## src/rtl/osd_char_sequencer.sv

```systemverilog
// osd_char_sequencer: schedules OSD character cells, text-buffer addresses and glyph rows per scanline.
// Optional OSD_BLINK_EN: frame counter that blanks seg_enable/char_load while blink is requested.
`ifndef CHARACTER_SEGMENTS
`define CHARACTER_SEGMENTS 8
`endif
module osd_char_sequencer #(
    parameter logic [9:0] OSD_X         = 10'd64,
    parameter logic [9:0] OSD_Y         = 10'd32,
    parameter int         CHARS_PER_ROW = 16,
    parameter int         TEXT_ROWS     = 4,
    parameter int         CHAR_SEGS     = `CHARACTER_SEGMENTS,
    parameter int         CHAR_LINES    = 8,
    parameter int         ADDR_W        = 10
) (
    input  logic                          clk,
    input  logic                          rst_n,
    input  logic                          frame_start,
    input  logic                          line_start,
    input  logic                          blink,
    output logic                          seg_start,
    output logic                          seg_enable,
    output logic [ADDR_W-1:0]             char_addr,
    output logic [$clog2(CHAR_LINES)-1:0] glyph_row,
    output logic                          char_load,
    output logic                          osd_active
);
    localparam int GW = $clog2(CHAR_LINES);
    localparam int SW = $clog2(CHAR_SEGS);
    localparam int CW = $clog2(CHARS_PER_ROW + 1);
    localparam logic [9:0]    WIN_H    = 10'(TEXT_ROWS * CHAR_LINES);
    localparam logic [9:0]    X_M1     = OSD_X - 10'd1;
    localparam logic [SW-1:0] SEG_LAST = SW'(CHAR_SEGS - 1);
    localparam logic [CW-1:0] COL_LAST = CW'(CHARS_PER_ROW - 1);

    typedef enum logic [2:0] {IDLE, WAIT_LINE, WAIT_COL, RUN, LINE_DONE} state_t;

    state_t            state;
    logic [9:0]        pix_cnt, line_cnt, line_nxt, rel;
    logic [SW-1:0]     seg_cnt;
    logic [CW-1:0]     char_col;
    logic [ADDR_W-1:0] row_base;
    logic              win_nxt, start_run, seg_en_r, load_r, blank;

    // Window decisions use the line number that takes effect at this edge,
    // so a line_start can be judged on the line it opens.
    assign line_nxt = frame_start ? 10'd0 :
                      (line_start && line_cnt != 10'h3ff) ? line_cnt + 10'd1 : line_cnt;
    assign rel      = line_nxt - OSD_Y;
    assign win_nxt  = line_nxt >= OSD_Y && rel < WIN_H;
    assign row_base = ADDR_W'(rel >> GW) * ADDR_W'(CHARS_PER_ROW);

    // With OSD_X=0 the earliest possible entry is straight off the line_start edge.
    assign start_run = !frame_start &&
                       ((OSD_X == 10'd0 && line_start && state != IDLE && win_nxt) ||
                        (OSD_X != 10'd0 && !line_start && state == WAIT_COL && pix_cnt == X_M1));

    always_ff @(posedge clk or negedge rst_n) begin
        if (!rst_n) begin
            state      <= IDLE;
            pix_cnt    <= '0;
            line_cnt   <= '0;
            seg_cnt    <= '0;
            char_col   <= '0;
            char_addr  <= '0;
            glyph_row  <= '0;
            osd_active <= 1'b0;
            seg_start  <= 1'b0;
            seg_en_r   <= 1'b0;
            load_r     <= 1'b0;
        end else begin
            pix_cnt    <= (line_start || frame_start) ? 10'd0 : pix_cnt + 10'(pix_cnt != 10'h3ff);
            line_cnt   <= line_nxt;
            osd_active <= win_nxt;
            glyph_row  <= rel[GW-1:0];
            seg_start  <= 1'b0;
            load_r     <= 1'b0;
            if (frame_start) begin
                state    <= WAIT_LINE;
                seg_en_r <= 1'b0;
                seg_cnt  <= '0;
                char_col <= '0;
            end else if (start_run) begin
                state     <= RUN;
                seg_start <= 1'b1;
                load_r    <= 1'b1;
                seg_en_r  <= 1'b1;
                seg_cnt   <= '0;
                char_col  <= '0;
                char_addr <= row_base;
            end else if (line_start && state != IDLE) begin
                state    <= win_nxt ? WAIT_COL : WAIT_LINE;
                seg_en_r <= 1'b0;
            end else if (state == RUN) begin
                if (seg_cnt == SEG_LAST) begin
                    seg_cnt <= '0;
                    if (char_col == COL_LAST) begin
                        seg_en_r <= 1'b0;
                        state    <= LINE_DONE;
                    end else begin
                        char_col  <= char_col + CW'(1);
                        seg_start <= 1'b1;
                        load_r    <= 1'b1;
                        char_addr <= char_addr + ADDR_W'(1);
                    end
                end else begin
                    seg_cnt <= seg_cnt + SW'(1);
                end
            end
        end
    end

`ifdef OSD_BLINK_EN
    logic [5:0] frame_cnt;

    always_ff @(posedge clk or negedge rst_n) begin
        if (!rst_n)
            frame_cnt <= '0;
        else if (frame_start)
            frame_cnt <= frame_cnt + 6'd1;
    end

    assign blank = blink & frame_cnt[5];
`else
    logic unused_blink;

    assign unused_blink = blink;
    assign blank        = 1'b0;
`endif

    // seg_start keeps pulsing while blanked so the time base stays aligned.
    assign seg_enable = seg_en_r & ~blank;
    assign char_load  = load_r & ~blank;
endmodule

```

## config.mk

```make
export PLATFORM = sky130hd
export DESIGN_NAME = osd_char_sequencer
export DESIGN_NICKNAME = d
export VERILOG_FILES = /design/src/rtl/osd_char_sequencer.sv
export SDC_FILE = /design/constraint.sdc
export NUM_CORES = 1
export LEC_CHECK = 0
export CAP_MARGIN = 20
export CORE_UTILIZATION = 55
export CTS_BUF_LIST = sky130_fd_sc_hd__clkbuf_16
export DETAILED_ROUTE_END_ITERATION = 8
export PLACE_DENSITY = 0.82
export SLEW_MARGIN = 25
export SYNTH_ARGS = -nofsm -noshare
export SYNTH_HDL_FRONTEND = slang
export SYNTH_SLANG_ARGS = --single-unit
```

## constraint.sdc

```tcl
create_clock -name clk -period 4.73 [get_ports clk]
set_input_delay 0.946 -clock clk [delete_from_list [all_inputs] [get_ports clk]]
set_output_delay 0.946 -clock clk [all_outputs]
set_load 0.02 [all_outputs]
```

==> Word level (Yosys, flattened, before mapping) <==
Cells that the tools add are included.
{ "word_totals": {"register_bits": 47, "latchBits": 0, "ram_bits": 0, "romBits": 0, "in_bits": 5, "output_inout_bits": 17, "elab_cells": 89, "n_memories": 0} }
{ "classes": {"addsub": 6, "mul": 0, "div": 0, "magnitude_cmp": 2, "eq_ne": 11, "shifts": 0, "mux": 38, "bitwise": 1, "n_reduce_logical": 21} }
{ "ops": {"columns": ["op", "count"], "rows": [
  ["2-to-1 mux 10 bit", 8],
  ["2-to-1 mux 3 bit", 11],
  ["2-to-1 mux 5 bit", 6],
  ["adder 10 x 1 -> 10 bit (second input constant)", 2],
  ["!= test 10 bit (second input constant)", 2],
  ["2-to-1 mux 1 bit", 12],
  ["nonzero test 4 bit", 3],
  ["adder 10 x 1 -> 10 bit", 1],
  ["== test 10 x 6 -> 1 bit (second input constant)", 1],
  [">= comparator 10 x 6 -> 1 bit (second input constant)", 1],
  ["less-than comparator 10 x 6 -> 1 bit (second input constant)", 1],
  ["subtractor 10 x 6 -> 10 bit (second input constant)", 1],
  ["nonzero test 3 bit", 3],
  ["== test 3 x 2 -> 1 bit (second input constant)", 2],
  ["logical AND 1 bit", 6],
  ["!= test 3 bit (second input constant)", 2],
  ["adder 5 x 1 -> 5 bit (second input constant)", 1],
  ["== test 5 x 4 -> 1 bit (second input constant)", 1],
  ["AND reduction 5 bit", 1],
  ["!= test 2 bit (second input constant)", 2],
  ["AND reduction 4 bit", 1],
  ["nonzero test 2 bit", 2],
  ["adder 3 x 1 -> 3 bit (second input constant)", 1],
  ["== test 3 bit (second input constant)", 1],
  ["other kinds (6)", 7]
]} }

==> Depth between registers and ports, before layout <==
Gate-level depths: netlist of run 1.
{ "depth": {"word_depth": 11, "mapped_depth": 9, "ltp_nobuf": 9} }

==> Worst setup path before layout of run 1 <==
No wires, ideal clock.
{ "synth_path": {"kind": "input port to flip-flop", "from": "input line_start", "to": "register state[0]", "setup_ns": 0.137, "t_arrival_ns": 2.310, "required_time_ns": 4.593, "slack_ns": 2.283, "cell_stages": 8, "path_buffers": 1, "path_cell_list": "buf_6 > and4_2 > o211ai_1 > nand3b_1 > ha_1 > nand2_1 > nor4b_4 > o21ai_0"} }
{ "synth_via": {"elab_chain_cells": 10, "word_cells_on_any_way": 20, "classes_between": "add/sub (1); order compare (2); mux (6); reduce/logical (11)"} }
{ "synth_rtl": {"columns": ["item", "line", "rtl"], "rows": [
  ["from (decl)", "18", "input logic line_start,"],
  ["logical AND 1 bit *", "47", "(line_start && line_cnt != 10'h3ff) ? line_cnt + 10'd1 : line_cnt;"],
  ["2-to-1 mux 10 bit *", "47", null],
  ["2-to-1 mux 10 bit *", "46", "assign line_nxt = frame_start ? 10'd0 :"],
  ["subtractor 10 x 6 -> 10 bit", "48", "assign rel = line_nxt - OSD_Y;"],
  ["less-than comparator 10 x 6 -> 1 bit", "49", "assign win_nxt = line_nxt >= OSD_Y && rel < WIN_H;"],
  ["logical AND 1 bit *", "49", null],
  ["net win_nxt", "42", "logic win_nxt, start_run, seg_en_r, load_r, blank;"],
  ["2-to-1 mux 2 bit *", "91", "state <= win_nxt ? WAIT_COL : WAIT_LINE;"],
  ["2-to-1 mux 3 bit *", "90", "end else if (line_start && state != IDLE) begin"],
  ["2-to-1 mux 3 bit *", "82", "end else if (start_run) begin"],
  ["2-to-1 mux 3 bit *", "77", "if (frame_start) begin"],
  ["to (signal assigned)", "91", null],
  ["to (decl)", "37", "state_t state;"]
]} }
Mark *: on every way through the listed nets, which the timed path passes. The rest lies on a longest branch.
A chain may end at the register's enable or synchronous reset.

==> Worst setup path after layout of run 1 <==
{ "layout_path": {"from": "input line_start", "to": "register char_addr[9]"} }
{ "layout_via": {"elab_chain_cells": 6, "word_cells_on_any_way": 15, "classes_between": "add/sub (1); eq/ne (2); mux (3); reduce/logical (9)"} }
{ "layout_rtl": {"columns": ["item", "line", "rtl"], "rows": [
  ["parallel branches: the longest is 6 deep, another holds subtractor 10 x 6 -> 10 bit", null, null],
  ["to (signal assigned)", "89", "char_addr <= row_base;"],
  ["to (signal assigned)", "103", "char_addr <= char_addr + ADDR_W'(1);"],
  ["to (decl)", "22", "output logic [ADDR_W-1:0] char_addr,"]
]} }
Parallel ways; which one is timed is not known.

==> results.json, run 1 <==
{
  "final_area_mm2": 0.00271,
  "setup_violations": 0,
  "drt_iter0_drc": 177,
  "slew_headroom": 0.447,
  "r2r_slack_ns": 2.26,
  "synth_area_mm2": 0.00236,
  "cts_root_buf": "clkbuf_16",
  "grt_max_degree": 45,
  "synth_seq_cells": 44,
  "start_util": 0.582,
  "portBuffers": 20,
  "drt_pre_antenna_iters": 4,
  "fin_crit_ns": 3.07,
  "die_area_mm2": 0.00456,
  "holdPathEnd": "char_col[4]$_DFFE_PN0P_",
  "die_height_um": 67.5,
  "hold_buffers": 0,
  "path_class": "in -> reg",
  "layout-drive-gt1-share": 0.0781,
  "run_status": "complete, no violations",
  "layout.cells.most_common_list": "dfrtp_1 (44), nor2_1 (35), clkdlybuf4s50_1 (19), nand3_1 (15), nand2_1 (15)",
  "totalWireLength_um": 4520,
  "gp_congestion": 0.821,
  "cts_repair_resize_count": 0,
  "cpPeakStageDelay_ns": 0.59,
  "worstHoldStart": "char_col[4]$_DFFE_PN0P_",
  "ff2ff_path_depth": 8,
  "cap_violations": 0,
  "drtAntennaViolNets": 0,
  "yosys-top-cells-area": "dfrtp_1 (47%), nor2_1 (5.6%), ha_1 (4.8%), xnor2_1 (4.1%), xor2_1 (3.7%)",
  "final_core_util": 0.669,
  "regToRegEndpoint": "state[0]$_DFFE_PN0P_",
  "grt_usage": 0.227,
  "pre_cts_slack_ns": 1.41,
  "critPathCaptureType": "flop",
  "num_antenna_cells": 0,
  "yosysSeqAreaShare": 0.467,
  "crit_path_start_kind": "input port",
  "grt-ovfl-total": 0,
  "placed_area_mm2": 0.00254,
  "p_leak_nw": 1.20,
  "power.density_mw_per_mm2": 297,
  "numCtsBuffers": 5,
  "syn_inst": 239,
  "area_growth_pct": 15.0,
  "synth_top_area_frac": 0.467,
  "grt_antenna_before_repair": 0,
  "synth_edf_count": 0,
  "layout_commonest_cell": "dfrtp_1",
  "required_ns": 4.93,
  "cp_cell_sequence": "clkdlybuf4s50_1, nand4bb_1, nor4_1, nand4_1, xnor2_1, nor2_1, a21oi_1",
  "async_flop_share": 1.00,
  "fin_tns_setup_ns": 0,
  "crit_arrival_ns": 3.27,
  "grt_pass1_wl_um": 7630,
  "slowest_stage": "clkdlybuf4s50_1",
  "clock_sinks": 44,
  "hold_depth": 2,
  "place.detailed.hpwl_um": 2990,
  "h-tree-depth": 2,
  "fin_worst_skew_ns": 0.00886,
  "worst_pin_slew_ns": 0.826,
  "hp-class": "reg -> reg",
  "ir_drop_uv": 258,
  "hold_violations": 0,
  "slew_viol_final": 0,
  "fin_ws_ns": 1.66,
  "ys.flop_type": "dfrtp_1",
  "fmax_ghz": 0.326,
  "vias_per_cell": 5.92,
  "vias": 1812,
  "rsz0062_at_grt": "no",
  "postCtsSetupBuffers": 0,
  "yosys_warnings": 0,
  "final_nets": 269,
  "cts_tree": "yes",
  "ios": 22,
  "yosys.area.top_type": "dfrtp_1",
  "die_x_um": 67.5,
  "clockBufferDepth": 2,
  "cts.clk_slew.worst_paths_ns": 0.06,
  "path_max_fanout": 11,
  "worstSkewPairLatency_ns": 0.28,
  "syn-num-nets": 253,
  "routedWlPerCell_um": 14.8,
  "yosysUniqueCellTypes": 43,
  "grt_pass1_vias": 1677,
  "row_count": 23,
  "r2r-start": "line_cnt[0]$_DFF_PN0_",
  "core_mm2": 0.00406,
  "post-route-period-util": 0.649,
  "syn_area_per_cell_um2": 9.87,
  "drcViolationCount": 0
}
## per-stage QoR
step	power [mW]	hold WS [ns]	instances
final	0.805	0.532	306
after global routing	0.830	0.575	306
after CTS	0.808	0.532	306
after detailed placement	0.421	0.518	298
after global placement	0.421	0.510	298
after floorplan	0.408	0.487	239
## worst max-delay path: cells and delay by family
family	cells	cell delay, ns
buf+inv	1	0.59
xor+xnor	1	0.16
simple gates	4	1.40
compound gates	1	0.17
## logic make-up after synthesis
logic type | after synthesis | synth area share
simple gates | 112 | 0.260
xor+xnor | 21 | 0.0779
fa+ha+maj | 9 | 0.0477
buf+inv | 16 | 0.0392
compound gates | 32 | 0.0859
flops | 44 | 0.467
mux | 5 | 0.0228
## cells in the mapped netlist, types with 2 or more instances
cell and number:
a21oi_1 11, a31oi_1 5, and2_1 3, and3_1 4, and3_4 2, and4_1 4, and4_2 2, buf_2 2
buf_4 4, buf_6 2, clkbuf_1 3, dfrtp_1 44, ha_1 9, inv_1 5, mux2i_1 4, nand2_1 15
nand2b_1 3, nand3_1 15, nand4_1 8, nor2_1 35, nor3_1 3, nor3b_1 2, nor4_1 3, o211ai_1 2
o21ai_0 6, o31ai_1 2, or2_2 3, or3_1 4, xnor2_1 11, xor2_1 10
## per-layer routing
| metal | global-route usage | part of all wire |
|---|---|---|
| met1 | 0.296 | 0.46 |
| met2 | 0.351 | 0.48 |
| met3 | 0.0473 | 0.034 |
| met4 | 0.117 | 0.024 |
| met5 | 0 | 0 |
## registers in the layout, summed over array words and instances, names as in the netlist
register    cells
seg_enable      1
char_addr      10
char_load       1
state           3
seg_cnt         3
pix_cnt        10
char_col        5
osd_active      1
line_cnt       10
## worst max-delay path by stage
stage / from / slack [ns] / depth (start not counted) / endpoint
final: line_start / 1.66 / 7 / char_addr[9]$_DFFE_PN0P_
after CTS: line_start / 1.64 / 7 / char_addr[8]$_DFFE_PN0P_
after detailed placement: line_start / 1.41 / 7 / char_addr[8]$_DFFE_PN0P_
after global routing: line_start / 1.46 / 7 / char_addr[7]$_DFFE_PN0P_
after floorplan: line_start / 2.28 / 8 / state[0]$_DFFE_PN0P_
after global placement: frame_start / 1.42 / 6 / state[0]$_DFFE_PN0P_
## layout make-up
cell class / count / area (um2)
clock inverters: 3 / 42.5
fillers: 304 / 1340
inverters: 5 / 18.8
multi-input cells: 179 / 1170
clock buffers: 5 / 125
flip-flops and latches: 44 / 1100
well taps: 50 / 62.6
repair buffers: 20 / 198
## report_power, final
part           total [mW]  switching [mW]  internal (mW)
sequential          0.383         0.00329          0.379
clock               0.391           0.143          0.248
combinational      0.0313          0.0209         0.0104
(Power assumes the default switching activity.)
==> inputs of run 2 (changes only) <==
- clock period: 4.73 -> 2.85 ns (I/O delays scaled with it)
==> results.json, run 2 (synthesized netlist as in run 1, its figures left out) <==
{
  "cts_root_buf": "clkbuf_16",
  "cts_repair_resize_count": 0,
  "drt_pre_antenna_iters": 4,
  "totalWireLength_um": 4640,
  "crit_path_start_kind": "input port",
  "slew_viol_final": 0,
  "power_mw": 1.34,
  "fin_worst_skew_ns": 0.00820,
  "path_class": "in -> reg",
  "hold_buffers": 0,
  "internal_power_mw": 1.06,
  "grt-ovfl-total": 0,
  "numCtsBuffers": 5,
  "final_area_mm2": 0.00277,
  "hp-class": "in -> async",
  "routedWlPerCell_um": 14.8,
  "placed_area_mm2": 0.00260,
  "rsz0062_at_grt": "no",
  "fin_ws_ns": 0.451,
  "clockBufferDepth": 2,
  "final_nets": 276,
  "die_area_mm2": 0.00456,
  "run_status": "complete, no violations",
  "row_count": 23,
  "core_mm2": 0.00406,
  "top_regs": "char_addr x10, line_cnt x10, pix_cnt x10",
  "post-route-period-util": 0.842,
  "postCtsSetupBuffers": 0,
  "vias": 1819,
  "worst_pin_slew_ns": 0.543,
  "area_growth_pct": 17.2,
  "cts.clk_slew.worst_paths_ns": 0.06,
  "ir_drop_uv": 291,
  "layout.cells.most_common_list": "dfrtp_1 (44), nor2_1 (35), clkdlybuf4s50_1 (19), nand3_1 (15), nand2_1 (15)",
  "ios": 22,
  "layout-drive-gt1-share": 0.103,
  "worstSkewPairLatency_ns": 0.29,
  "combPwrFrac": 0.042,
  "required_ns": 3.01,
  "power_frac_seq": 0.474,
  "layout_commonest_cell": "dfrtp_1",
  "clock_sinks": 44,
  "crit_arrival_ns": 2.56,
  "cts_tree": "yes",
  "fin_crit_ns": 2.40,
  "portBuffers": 20,
  "pre_cts_slack_ns": 0.151,
  "fin_tns_setup_ns": 0,
  "grt_usage": 0.241,
  "power.density_mw_per_mm2": 485,
  "drt_iter0_drc": 82,
  "place.detailed.hpwl_um": 3270,
  "drtAntennaViolNets": 0,
  "setup_violations": 0,
  "grt_pass1_vias": 1755,
  "num_antenna_cells": 0,
  "sw_frac_of_total": 0.208,
  "hold_violations": 0,
  "drcViolationCount": 0,
  "h-tree-depth": 2,
  "pwr-share-clk": 0.485,
  "fmax_ghz": 0.417,
  "start_util": 0.582,
  "grt_pass1_wl_um": 7980,
  "die_height_um": 67.5,
  "cap_violations": 0,
  "gp_congestion": 0.823,
  "slew_headroom": 0.638,
  "die_x_um": 67.5,
  "vias_per_cell": 5.81,
  "grt_antenna_before_repair": 0,
  "path_max_fanout": 9,
  "critPathCaptureType": "flop",
  "whs_ns": 0.266,
  "grt_max_degree": 45,
  "p_leak_nw": 1.23,
  "p_sw_mw": 0.279
}
-- run 2: final timing paths --
kind                                          from                 endpoint  depth (start not counted)  slack, ns
hold / removal                               rst_n    line_cnt[0]$_DFF_PN0_                          1       0.27
setup reg to reg             line_cnt[0]$_DFF_PN0_     state[0]$_DFFE_PN0P_                          8       0.48
max in group asynchronous                    rst_n    line_cnt[5]$_DFF_PN0_                          1       2.21
setup / recovery                        line_start     state[0]$_DFFE_PN0P_                          7       0.45
min in group clk           char_col[4]$_DFFE_PN0P_  char_col[4]$_DFFE_PN0P_                          2       0.54
hold reg to reg            char_col[4]$_DFFE_PN0P_  char_col[4]$_DFFE_PN0P_                          2       0.54
-- run 2: power groups by stage --
stage / Clock (mW) / Sequential, mW / Combinational (mW)
after floorplan: 0 / 0.646 / 0.0322
after detailed placement: 0 / 0.647 / 0.0571
after global placement: 0 / 0.646 / 0.0562
final: 0.650 / 0.635 / 0.0560
after CTS: 0.660 / 0.635 / 0.0571
after global routing: 0.683 / 0.636 / 0.0640
-- run 2: per-stage QoR --
stage,instances,utilization
floorplan,239,-
global placement,305,0.640
detailed placement,305,0.640
CTS,313,0.681
global route,313,0.682
finish,313,0.682
-- run 2: worst max-delay path, stage by stage --
cell             delay [ns]
clkdlybuf4s50_1        0.64
a31oi_1                0.13
a311o_1                0.38
ha_1                   0.32
nand2_1                0.09
nor4b_4                0.30
o21ai_0                0.13
-- run 2: cell type report --
| cell class | count | area [um2] |
|---|---|---|
| tap | 50 | 62.6 |
| clock inverter | 3 | 42.5 |
| multi-input combinational | 179 | 1170 |
| timing repair buffer | 27 | 250 |
| inverter | 5 | 18.8 |
| fill | 295 | 1290 |
| clock buffer | 5 | 125 |
| sequential | 44 | 1100 |
-- run 2: routing by layer --
metal  up-vias  wire, um  GRT usage
met5         -         0          0
met4         0        78      0.109
met3         9       156     0.0625
met2        32      2260      0.385
met1       883      2140      0.304
li1        895         -          -
==> inputs of run 3 (changes only) <==
- clock period: 2.85 -> 2.4 ns (I/O delays scaled with it)
==> results.json, run 3 (synthesized netlist as in run 1, its figures left out) <==
{
  "die_area_mm2": 0.00456,
  "drt_pre_antenna_iters": 4,
  "start_util": 0.582,
  "power_frac_seq": 0.506,
  "drtAntennaViolNets": 0,
  "grt-ovfl-total": 0,
  "gp_congestion": 0.814,
  "grt_usage": 0.246,
  "fin_crit_ns": 2.26,
  "cts_root_buf": "clkbuf_16",
  "clockBufferDepth": 2,
  "critPathCaptureType": "flop",
  "grt_antenna_before_repair": 0,
  "cts.clk_slew.worst_paths_ns": 0.06,
  "crit_path_start_kind": "flop",
  "pwr-share-clk": 0.445,
  "ir_drop_uv": 429,
  "cp_cell_sequence": "ha_4, and4_4, a31oi_1, a311o_1, ha_1, nand2_1, nor4b_4, o21ai_1",
  "grt_max_degree": 45,
  "path_class": "reg -> reg",
  "hp-class": "in -> async",
  "hold_violations": 0,
  "h-tree-depth": 2,
  "final_core_util": 0.710,
  "numCtsBuffers": 5,
  "num_antenna_cells": 0,
  "die_x_um": 67.5,
  "routedWlPerCell_um": 14.7,
  "setup_violations": 0,
  "layout-drive-gt1-share": 0.165,
  "grt_pass1_wl_um": 8200,
  "clock_sinks": 44,
  "fin_worst_skew_ns": 0.00461,
  "post-route-period-util": 0.943,
  "slowest_stage": "dfrtp_1",
  "area_growth_pct": 22.1,
  "path_max_fanout": 5,
  "required_ns": 2.56,
  "fmax_ghz": 0.442,
  "core_mm2": 0.00406,
  "grt_pass1_vias": 1830,
  "worst_pin_slew_ns": 0.557,
  "power.density_mw_per_mm2": 518,
  "worstSkewPairLatency_ns": 0.28,
  "hold_buffers": 0,
  "drt_iter0_drc": 157,
  "run_status": "complete, no violations",
  "cts_tree": "yes",
  "drcViolationCount": 0,
  "cap_violations": 0,
  "combPwrFrac": 0.049,
  "top_regs": "char_addr x10, line_cnt x10, pix_cnt x10",
  "layout_commonest_cell": "dfrtp_1",
  "die_height_um": 67.5,
  "cpPeakStageDelay_ns": 0.42,
  "slew_headroom": 0.629,
  "crit_arrival_ns": 2.42,
  "p_leak_nw": 1.29,
  "layout.cells.most_common_list": "dfrtp_1 (44), nor2_1 (35), buf_4 (22), clkdlybuf4s50_1 (18)",
  "totalWireLength_um": 4830,
  "sw_frac_of_total": 0.224,
  "internal_power_mw": 1.16,
  "ios": 22,
  "final_nets": 291,
  "vias": 1892,
  "p_sw_mw": 0.334,
  "slew_viol_final": 0,
  "place.detailed.hpwl_um": 3300,
  "dp.cells": 319,
  "stdcell_count": 328,
  "fillerInstances": 297,
  "row_count": 23,
  "portBuffers": 20,
  "vias_per_cell": 5.77,
  "power_mw": 1.49
}
## run 3: path summary, 6_finish.rpt
check                                  startpoint                endpoint  slack [ns]  depth (start not counted)
max                         line_cnt[1]$_DFF_PN0_    state[0]$_DFFE_PN0P_        0.14                          8
min                                         rst_n   line_cnt[2]$_DFF_PN0_        0.26                          2
max reg2reg                 line_cnt[1]$_DFF_PN0_    state[0]$_DFFE_PN0P_        0.14                          8
min reg2reg                seg_cnt[1]$_DFFE_PN0P_  seg_cnt[1]$_DFFE_PN0P_        0.53                          2
max in group asynchronous                   rst_n    state[1]$_DFFE_PN0P_        1.74                          2
min in group clk           seg_cnt[1]$_DFFE_PN0P_  seg_cnt[1]$_DFFE_PN0P_        0.53                          2
## run 3: area by class of cell
cell class / instances / area (um2) / share of cell area
clock buffers: 5 / 125 / 0.0434
clock inverters: 3 / 18.8 / 0.00651
inverters: 5 / 18.8 / 0.00651
multi-input cells: 179 / 1190 / 0.414
flip-flops and latches: 44 / 1100 / 0.382
well taps: 50 / 62.6 / 0.0217
repair buffers: 42 / 363 / 0.126
## run 3: power groups by stage
stage,logic (mW),clock network [mW],registers (mW)
6_report,0.0729,0.664,0.755
3_5_place_dp,0.0725,0,0.767
3_3_place_gp,0.0713,0,0.767
5_1_grt,0.0830,0.700,0.755
4_1_cts,0.0726,0.672,0.753
2_1_floorplan,0.0382,0,0.767
## run 3: critical path, delay by kind of cell, from the launching register on
| kind | cells | cell delay (ns) |
|---|---|---|
| DFF | 1 | 0.42 |
| AOI/OAI and AO/OA | 3 | 0.54 |
| adders and majority gates | 2 | 0.49 |
| and+or+nand+nor | 3 | 0.69 |
## run 3: routing by layer
| metal | vias to the layer above | track usage | wire length, um |
|---|---|---|---|
| li1 | 921 | - | - |
| met1 | 913 | 0.299 | 2160 |
| met2 | 50 | 0.416 | 2400 |
| met3 | 8 | 0.0625 | 213 |
| met4 | 0 | 0.0878 | 63 |
| met5 | - | 0 | 0 |
## run 3: stage by stage
step	instance area (um2)	hold slack [ns]	setup TNS [ns]	setup slack [ns]
5_1_grt	2880	0.325	-0.000901	-0.000901
3_3_place_gp	2700	0.506	-0.272	-0.120
3_5_place_dp	2700	0.526	-0.607	-0.180
6_report	2880	0.259	0	0.137
2_1_floorplan	2360	0.184	0	0.273
4_1_cts	2850	0.290	0	0.0556
## run 3: what timing repair did
item,4_1_cts,5_1_grt
endpoints found under the setup margin,0,6
gates resized for setup,0,7
buffers inserted,0,1
